## config.mk

```make
export PLATFORM = sky130hd
export DESIGN_NAME = el2_exu_div_sender
export DESIGN_NICKNAME = d
export VERILOG_FILES = /design/src/rtl/noc_types.sv /design/src/rtl/noc_serial_sender.sv /design/src/rtl/el2_exu_div_sender.sv
export SDC_FILE = /design/constraint.sdc
export NUM_CORES = 1
export LEC_CHECK = 0
export BUFFER_PORTS_ARGS = -buffer_cell sky130_fd_sc_hd__buf_2
export CORE_ASPECT_RATIO = 1.4
export CORE_MARGIN = 1.5
export CORE_UTILIZATION = 44
export DETAILED_ROUTE_END_ITERATION = 12
export PLACE_DENSITY = 0.62
export SYNTH_ARGS = -nofsm -noshare
export SYNTH_HDL_FRONTEND = slang
export SYNTH_SLANG_ARGS = --single-unit
export TNS_END_PERCENT = 5
```

## constraint.sdc

```tcl
create_clock -name clk_noc -period 4.1 [get_ports clk_noc]
set_clock_uncertainty 0.1 [all_clocks]
set_input_delay 0.82 -clock clk_noc [delete_from_list [all_inputs] [get_ports clk_noc]]
set_output_delay 0.82 -clock clk_noc [all_outputs]
set_load 0.05 [all_outputs]
```

## src/rtl/noc_types.sv

```systemverilog
// Shared NoC types for the EL2 divider sender/receiver pair.
package noc_types;

  // Serializer FSM states, shared with the receiver side.
  typedef enum logic {
    IDLE = 1'b0,
    SEND = 1'b1
  } el2_div_snd_state_e;

  // Number of flits needed to carry a packet (ceiling division).
  function automatic int noc_nflits(input int packet_bits, input int flit_bits);
    return (packet_bits + flit_bits - 1) / flit_bits;
  endfunction

endpackage

```

## src/rtl/noc_serial_sender.sv

```systemverilog
// Generic LSB-first packet serializer: active shift register, flit counter,
// valid/ready handshake and the flush-before-first-flit rule.
//
// Handshake: a flit moves on a rising edge where up_valid & up_ready are both
// high. up_valid never depends on up_ready, and while up_valid is high and
// up_ready is low, up_data/up_last stay unchanged until the transfer happens.
module noc_serial_sender
  import noc_types::*;
#(
  parameter int PACKET_BITS = 32,
  parameter int FLIT_BITS   = 8
) (
  input  logic                   clk_noc,
  input  logic                   rst_l,
  input  logic                   load_valid,
  input  logic [PACKET_BITS-1:0] load_data,
  input  logic                   flush,
  output logic                   up_valid,
  output logic [FLIT_BITS-1:0]   up_data,
  output logic                   up_last,
  input  logic                   up_ready,
  output el2_div_snd_state_e     state_o,
  output logic                   last_accept_o
);

  localparam int NFLITS = noc_nflits(PACKET_BITS, FLIT_BITS);
  localparam int SR_W   = NFLITS * FLIT_BITS;
  localparam int CW     = (NFLITS > 1) ? $clog2(NFLITS) : 1;
  localparam logic [CW-1:0] LAST_CNT = CW'(NFLITS - 1);

  el2_div_snd_state_e state_q, state_d;
  logic [SR_W-1:0]    sr_q, sr_d;
  logic [CW-1:0]      cnt_q, cnt_d;

  logic xfer;
  logic at_last;

  assign xfer    = (state_q == SEND) && up_ready;
  assign at_last = (cnt_q == LAST_CNT);

  assign up_valid      = (state_q == SEND);
  assign up_data       = up_valid ? sr_q[FLIT_BITS-1:0] : '0;
  assign up_last       = up_valid && at_last;
  assign last_accept_o = xfer && at_last;
  assign state_o       = state_q;

  // Next state: a load wins, then a transfer, then a flush of an unstarted packet.
  always_comb begin
    state_d = state_q;
    sr_d    = sr_q;
    cnt_d   = cnt_q;
    if (load_valid) begin
      state_d = SEND;
      sr_d    = SR_W'(load_data);
      cnt_d   = '0;
    end else if (xfer) begin
      if (at_last) begin
        state_d = IDLE;
        sr_d    = '0;
        cnt_d   = '0;
      end else begin
        sr_d  = sr_q >> FLIT_BITS;
        cnt_d = cnt_q + CW'(1);
      end
    end else if (flush && (state_q == SEND) && (cnt_q == '0)) begin
      // No flit of this packet has left yet, so dropping it keeps framing intact.
      state_d = IDLE;
      sr_d    = '0;
    end
  end

  // State, shift register and flit counter registers.
  always_ff @(posedge clk_noc or negedge rst_l) begin
    if (!rst_l) begin
      state_q <= IDLE;
      sr_q    <= '0;
      cnt_q   <= '0;
    end else begin
      state_q <= state_d;
      sr_q    <= sr_d;
      cnt_q   <= cnt_d;
    end
  end

endmodule

```

## src/rtl/el2_exu_div_sender.sv

```systemverilog
// Divider-side NoC injector: captures divide results, holds one in a pending
// slot behind the active packet, and serializes them as flits.
// Optional EL2_DIV_SENDER_CNT_EN adds a saturating 16-bit packet counter output.
module el2_exu_div_sender
  import noc_types::*;
#(
  parameter int PACKET_BITS = 32,
  parameter int FLIT_BITS   = 8
) (
  input  logic                   clk_noc,
  input  logic                   rst_l,
  input  logic                   finish,
  input  logic [PACKET_BITS-1:0] out,
  input  logic                   noc_sr_flush,
  output logic                   up_valid,
  output logic [FLIT_BITS-1:0]   up_data,
  output logic                   up_last,
  input  logic                   up_ready,
  output logic                   busy,
  output logic                   overflow
`ifdef EL2_DIV_SENDER_CNT_EN
  ,
  output logic [15:0]            pkt_cnt
`endif
);

  el2_div_snd_state_e     snd_state;
  logic                   last_accept;
  logic                   load_valid;
  logic [PACKET_BITS-1:0] load_data;

  logic                   pend_v_q, pend_v_d;
  logic [PACKET_BITS-1:0] pend_q, pend_d;
  logic                   ovf_q, ovf_d;

  noc_serial_sender #(
    .PACKET_BITS (PACKET_BITS),
    .FLIT_BITS   (FLIT_BITS)
  ) u_ser (
    .clk_noc       (clk_noc),
    .rst_l         (rst_l),
    .load_valid    (load_valid),
    .load_data     (load_data),
    .flush         (noc_sr_flush),
    .up_valid      (up_valid),
    .up_data       (up_data),
    .up_last       (up_last),
    .up_ready      (up_ready),
    .state_o       (snd_state),
    .last_accept_o (last_accept)
  );

  // Capture routing: reload from pending, load a new result, park it, or drop it.
  always_comb begin
    pend_v_d   = pend_v_q;
    pend_d     = pend_q;
    ovf_d      = ovf_q;
    load_valid = 1'b0;
    load_data  = pend_q;
    if (noc_sr_flush) begin
      // Flush clears pending and swallows any same-cycle finish.
      pend_v_d = 1'b0;
    end else begin
      if (last_accept && pend_v_q) begin
        load_valid = 1'b1;
        load_data  = pend_q;
        pend_v_d   = 1'b0;
      end
      if (finish) begin
        if ((snd_state == IDLE) || (last_accept && !pend_v_q)) begin
          load_valid = 1'b1;
          load_data  = out;
        end else if (!pend_v_q) begin
          pend_v_d = 1'b1;
          pend_d   = out;
        end else begin
          ovf_d = 1'b1;
        end
      end
    end
  end

  // Pending slot and sticky overflow registers.
  always_ff @(posedge clk_noc or negedge rst_l) begin
    if (!rst_l) begin
      pend_v_q <= 1'b0;
      pend_q   <= '0;
      ovf_q    <= 1'b0;
    end else begin
      pend_v_q <= pend_v_d;
      pend_q   <= pend_d;
      ovf_q    <= ovf_d;
    end
  end

  assign busy     = pend_v_q;
  assign overflow = ovf_q;

`ifdef EL2_DIV_SENDER_CNT_EN
  logic [15:0] cnt_q, cnt_d;

  // Saturating count of completed packets.
  always_comb begin
    cnt_d = cnt_q;
    if (last_accept && (cnt_q != 16'hFFFF)) begin
      cnt_d = cnt_q + 16'd1;
    end
  end

  // Packet counter register.
  always_ff @(posedge clk_noc or negedge rst_l) begin
    if (!rst_l) begin
      cnt_q <= '0;
    end else begin
      cnt_q <= cnt_d;
    end
  end

  assign pkt_cnt = cnt_q;
`endif

endmodule

```

Yosys cells after proc, flatten, opt, wreduce, memory -nomap -nowiden
Index checks and enable logic that the tools add are counted.

$add $sub $neg: 1. Eq/ne operators: 2. Mux-type cells: 24. Bitwise gates (word level): 4. Reductions and logical operators: 15.

Operators with widths (count): $mux W32 (6); $mux W24 (1); $mux W1 (13); $mux W8 (1); $reduce_and A4 Y1 (2); $logic_and A1 B1 Y1 (7); $mux W2 (3); $not A1 Y1 (4); $ne A3 B3 Y1 const B (1); $reduce_bool A3 Y1 (1); $add A2 B1 Y2 const B (1); $eq A2 B2 Y1 const B (1); $logic_not A2 Y1 (1); $reduce_and A2 Y1 (1); $reduce_bool A2 Y1 (1); $logic_not A1 Y1 (1); $logic_or A1 B1 Y1 (1).

Flip-flop bits (word level): 69.

Logic depth before layout (Yosys ltp)
Depth in word-level cells: 9. Gate-level depth with buffers: 6. Gate-level depth less buffers: 5.

Modules after synthesis
Synthesis repeated with hierarchy kept, for this count alone.

Cells, all modules: 248. Area, all modules: 3507.1 µm².

Modules (own cells, without submodules): el2_exu_div_sender (instances 1, cells each 116, area an instance 1841.8 µm²); noc_serial_sender (instances 1, cells each 132, area an instance 1665.3 µm²).

Worst setup path before layout
OpenSTA, ideal clock, no wires.

Kind: register to output. Start: reg u_ser.state_q, in the netlist u_ser.state_o. End: out up_data[0]. Arrival: 1530 ps. Required time: 3180 ps. Slack: 1650 ps. Cell stages (with the launch flop): 4. Path buffers: 2. Cells stage by stage: dfrtp_1 buf_4 clkbuf_1 and2_1.

Longest elaborated chain between the ends: 1.

RTL lines: start, declared (line noc_serial_sender.sv:31) `el2_div_snd_state_e state_q, state_d;`; start signal, assigned (line noc_serial_sender.sv:79) `state_q <= state_d;`; $mux W8 (line noc_serial_sender.sv:42) `assign up_data = up_valid ? sr_q[FLIT_BITS-1:0] : '0;`; end, declared (line el2_exu_div_sender.sv:16) `output logic [FLIT_BITS-1:0] up_data,`.

Every way passes these cells.

Worst setup path after layout
Start: reg u_ser.cnt_q[0]. End: out up_last.

Longest elaborated chain between the ends: 2.

RTL lines: start, declared (line noc_serial_sender.sv:33) `logic [CW-1:0] cnt_q, cnt_d;`; start signal, assigned (line noc_serial_sender.sv:81) `cnt_q <= cnt_d;`; $eq A2 B2 Y1 (line noc_serial_sender.sv:39) `assign at_last = (cnt_q == LAST_CNT);`; $logic_and A1 B1 Y1 (line noc_serial_sender.sv:43) `assign up_last = up_valid && at_last;`; end, declared (line el2_exu_div_sender.sv:17) `output logic up_last,`.

Every way passes these cells.

==> run_results.csv <==
group,metric,value,unit
cts,clock_latency,360,ps
layout,antennaDiodeCount,0,
logic_synthesis,synthArstFlopShare,100,%
cts,cts_resized,0,
cts,numCtsBuffers,9,
logic_synthesis,synth-xor-area-share,0,%
routing,first_pass_iters,4,
logic_synthesis,synth.avg_cell_area,12.7,um^2
logic_synthesis,ys_ff_latch,69,
die,die-area,0.00854,mm^2
routing,post_drt_via_cell_ratio,5.89,
cts,h-tree-depth,3,
worst_setup_path,critPathMaxFanout,61,
worst_setup_path,cpPeakStageDelay,460,ps
logic_synthesis,synthMuxAreaShare,13.7,%
logic_synthesis,synthesis.nets,315,
sta,post-route-period-util,67.0,%
routing,num_vias,2460,
die,core,0.00775,mm^2
cts,cts_hold_buffers,0,
place,numPortBuffers,48,
outcome,status,"completed",
layout,post-route-util,50.8,%
sta,timing.final.max_slew_violations,0,
worst_setup_path,critPathArrivalTime,1830,ps
sta,rsz0062_at_grt,"false",
sta,relSlewSlack,32.4,%
die,die_w,78.6,um
grt,gr-total-overflow,0,
worst_setup_path,crit_chain,"ha_1 -> buf_4 -> and2_1 -> buf_2",
sta,setup_tns,0,ps
pwr,leakage,1.81,nW
cts,post_cts_buffers,0,
routing,ant_nets,0,
layout,layout.nets,352,
worst_setup_path,crit_type,"reg2out",
sta,worst_pin_slew,1010,ps
cts,clock_path_buffers,2,
worst_hold_path,hold_class,"in2async",
place,hpwlAfterDp,4.79,mm
sta,fmax,0.364,GHz
die,die_h,109,um
grt,grt_pass1_wl,12.9,mm
logic_synthesis,synth_top_area_share,49.1,%
logic_synthesis,syn_area,0.00352,mm^2
flow_run,maxCapViolations,0,
cts,clkTransAtPathRegs,70,ps
logic_synthesis,synth-compound-area-share,14.4,%
place,gp_congestion,0.726,
grt,grt_pass1_vias,2476,
logic_synthesis,yosys.area.top_type,"dfrtp_1",
logic_synthesis,yosysSeqAreaShare,49.1,%
pwr,max-vdd-ir-drop,0.285,mV
grt,grt_max_degree,62,
logic_synthesis,synth_top_family_by_area,"simple AND/OR/NAND/NOR gates",
grt,track_usage,20.1,%
worst_setup_path,cp_slowest_cell,"buf_4",
routing,finalWirelength,7.96,mm
logic_synthesis,synth-simple-area-share,16.8,%
die,pin_count,49,
logic_synthesis,synth_area_leaders,"dfrtp_1 49%, mux2_4 13%, a221o_1 9.1%",
routing,route.detailed.drc,0,
routing,drt_iter0_drc,175,
cts,root_buffer,"clkbuf_8",
layout,nFillCells,719,
sta,setup_viol,0,
worst_setup_path,r2r_slack,1640,ps
cts,clock_sinks,69,
grt,antenna_found_initial,0,
worst_setup_path,cp-end-kind,"primary output",
die,num_rows,38,
logic_synthesis,ys_warn_count,0,
pwr,p_per_area,714,mW/mm^2
logic_synthesis,yosys.area_share.adder,0.712,%
layout,layout-drive-gt1-share,33.0,%
logic_synthesis,synth_edf_count,0,
logic_synthesis,ys.flop_type,"dfrtp_1",
cts,cts_tree,"built",
logic_synthesis,synthCells,276,
worst_setup_path,cp-start-kind,"flip-flop",
layout,syn_to_final_growth,12.1,%
sta,fin_crit,2750,ps
routing,wl_per_cell,19.1,um
sta,hold_viol_final,0,
die,start_util,45.4,%
worst_setup_path,crit_required,3180,ps
logic_synthesis,ys_types,32,
critical path, delay by kind of cell (launching register included):
kind,cells,cell delay [ps]
fa+ha+maj,1,180
simple gates,1,190
buf+inv,2,710
flops,1,380
cell usage after synthesis (5+ instances only):
cell / instances
a21oi_1: 25
a221o_1: 32
and2_1: 10
and4_1: 8
buf_2: 7
buf_4: 5
buf_6: 6
clkbuf_1: 8
dfrtp_1: 69
mux2_4: 30
nand2b_1: 25
nand4b_1: 24
stage by stage:
step / cell area, um^2 / hold WS [ps] / cells / worst slack [ps] / power [mW]
floorplan: 3520 / 356 / 276 / 1650 / 2.04
global placement: 3750 / 350 / 402 / 1250 / 2.25
detailed placement: 3750 / 367 / 402 / 1240 / 2.28
CTS: 3940 / 240 / 418 / 1320 / 2.83
global route: 3940 / 250 / 418 / 1230 / 2.98
finish: 3940 / 235 / 418 / 1350 / 2.81
logic make-up (layout without fill, tap and decap cells):
logic type | Yosys count | after routing
flops | 69 | 69
simple gates | 78 | 78
compound gates | 64 | 64
mux | 33 | 33
fa+ha+maj | 2 | 2
buf+inv | 30 | 72
cells in the final DEF, fill, tap and decap left out:
cell | netlist | final
buf_4 | 5 | 6
clkbuf_1 | 8 | 1
nand3b_1 | 2 | 2
a21oi_1 | 25 | 25
dfrtp_1 | 69 | 69
inv_1 | 2 | 2
nor3b_2 | 1 | 1
nand2b_1 | 25 | 25
clkinv_2 | 0 | 4
o31ai_1 | 1 | 1
nand4_4 | 1 | 1
mux2_4 | 30 | 30
buf_2 | 7 | 48
mux2_1 | 2 | 2
a21o_1 | 1 | 1
nand4b_1 | 24 | 24
clkbuf_8 | 0 | 10
a31o_2 | 1 | 1
bufinv_16 | 0 | 1
or3_1 | 1 | 1
and2_1 | 10 | 10
nor2b_1 | 1 | 1
mux2i_1 | 1 | 1
a221o_1 | 32 | 32
a21oi_2 | 2 | 2
and4_1 | 8 | 8
nor2_4 | 1 | 1
and3_1 | 1 | 1
a311oi_1 | 1 | 1
nor3_1 | 1 | 1
ha_1 | 2 | 2
a311o_1 | 1 | 1
nand2_1 | 2 | 2
metal layers:
layer / wire, um / GRT usage (%)
met5: 0 / 0
met4: 187 / 10.5
met3: 270 / 3.68
met2: 3850 / 31.6
met1: 3660 / 26.5
registers in the layout (all words and copies together) (netlist names):
register / flops
overflow: 1
u_ser.sr_q: 32
pend_q: 32
u_ser.state_o: 1
u_ser.cnt_q: 2
busy: 1
area by class of cell:
cell class	instances	area (um^2)	area share, %
flip-flops and latches	69	1730	43.8
multi-input cells	177	1600	40.7
repair buffers	54	285	7.24
clock buffers	11	141	3.59
well taps	100	125	3.18
clock inverters	5	50.0	1.27
inverters	2	7.51	0.191
final timing paths:
check / cells past startpoint / startpoint / endpoint
max: 4 / u_ser.cnt_q[0] / up_last
min in group clk_noc: 1 / pend_q[27] / pend_q[27]
min: 1 / rst_l / pend_q[16]
max in group asynchronous: 2 / rst_l / u_ser.sr_q[0]
min reg2reg: 1 / pend_q[27] / pend_q[27]
max reg2reg: 2 / u_ser.state_o / pend_q[31]
where the power goes:
part / switching (mW) / internal [mW]
Clock: 0.262 / 0.293
Sequential: 0.222 / 0.997
Combinational: 0.524 / 0.516
Total: 1.01 / 1.81
(Power assumes the default switching activity.)
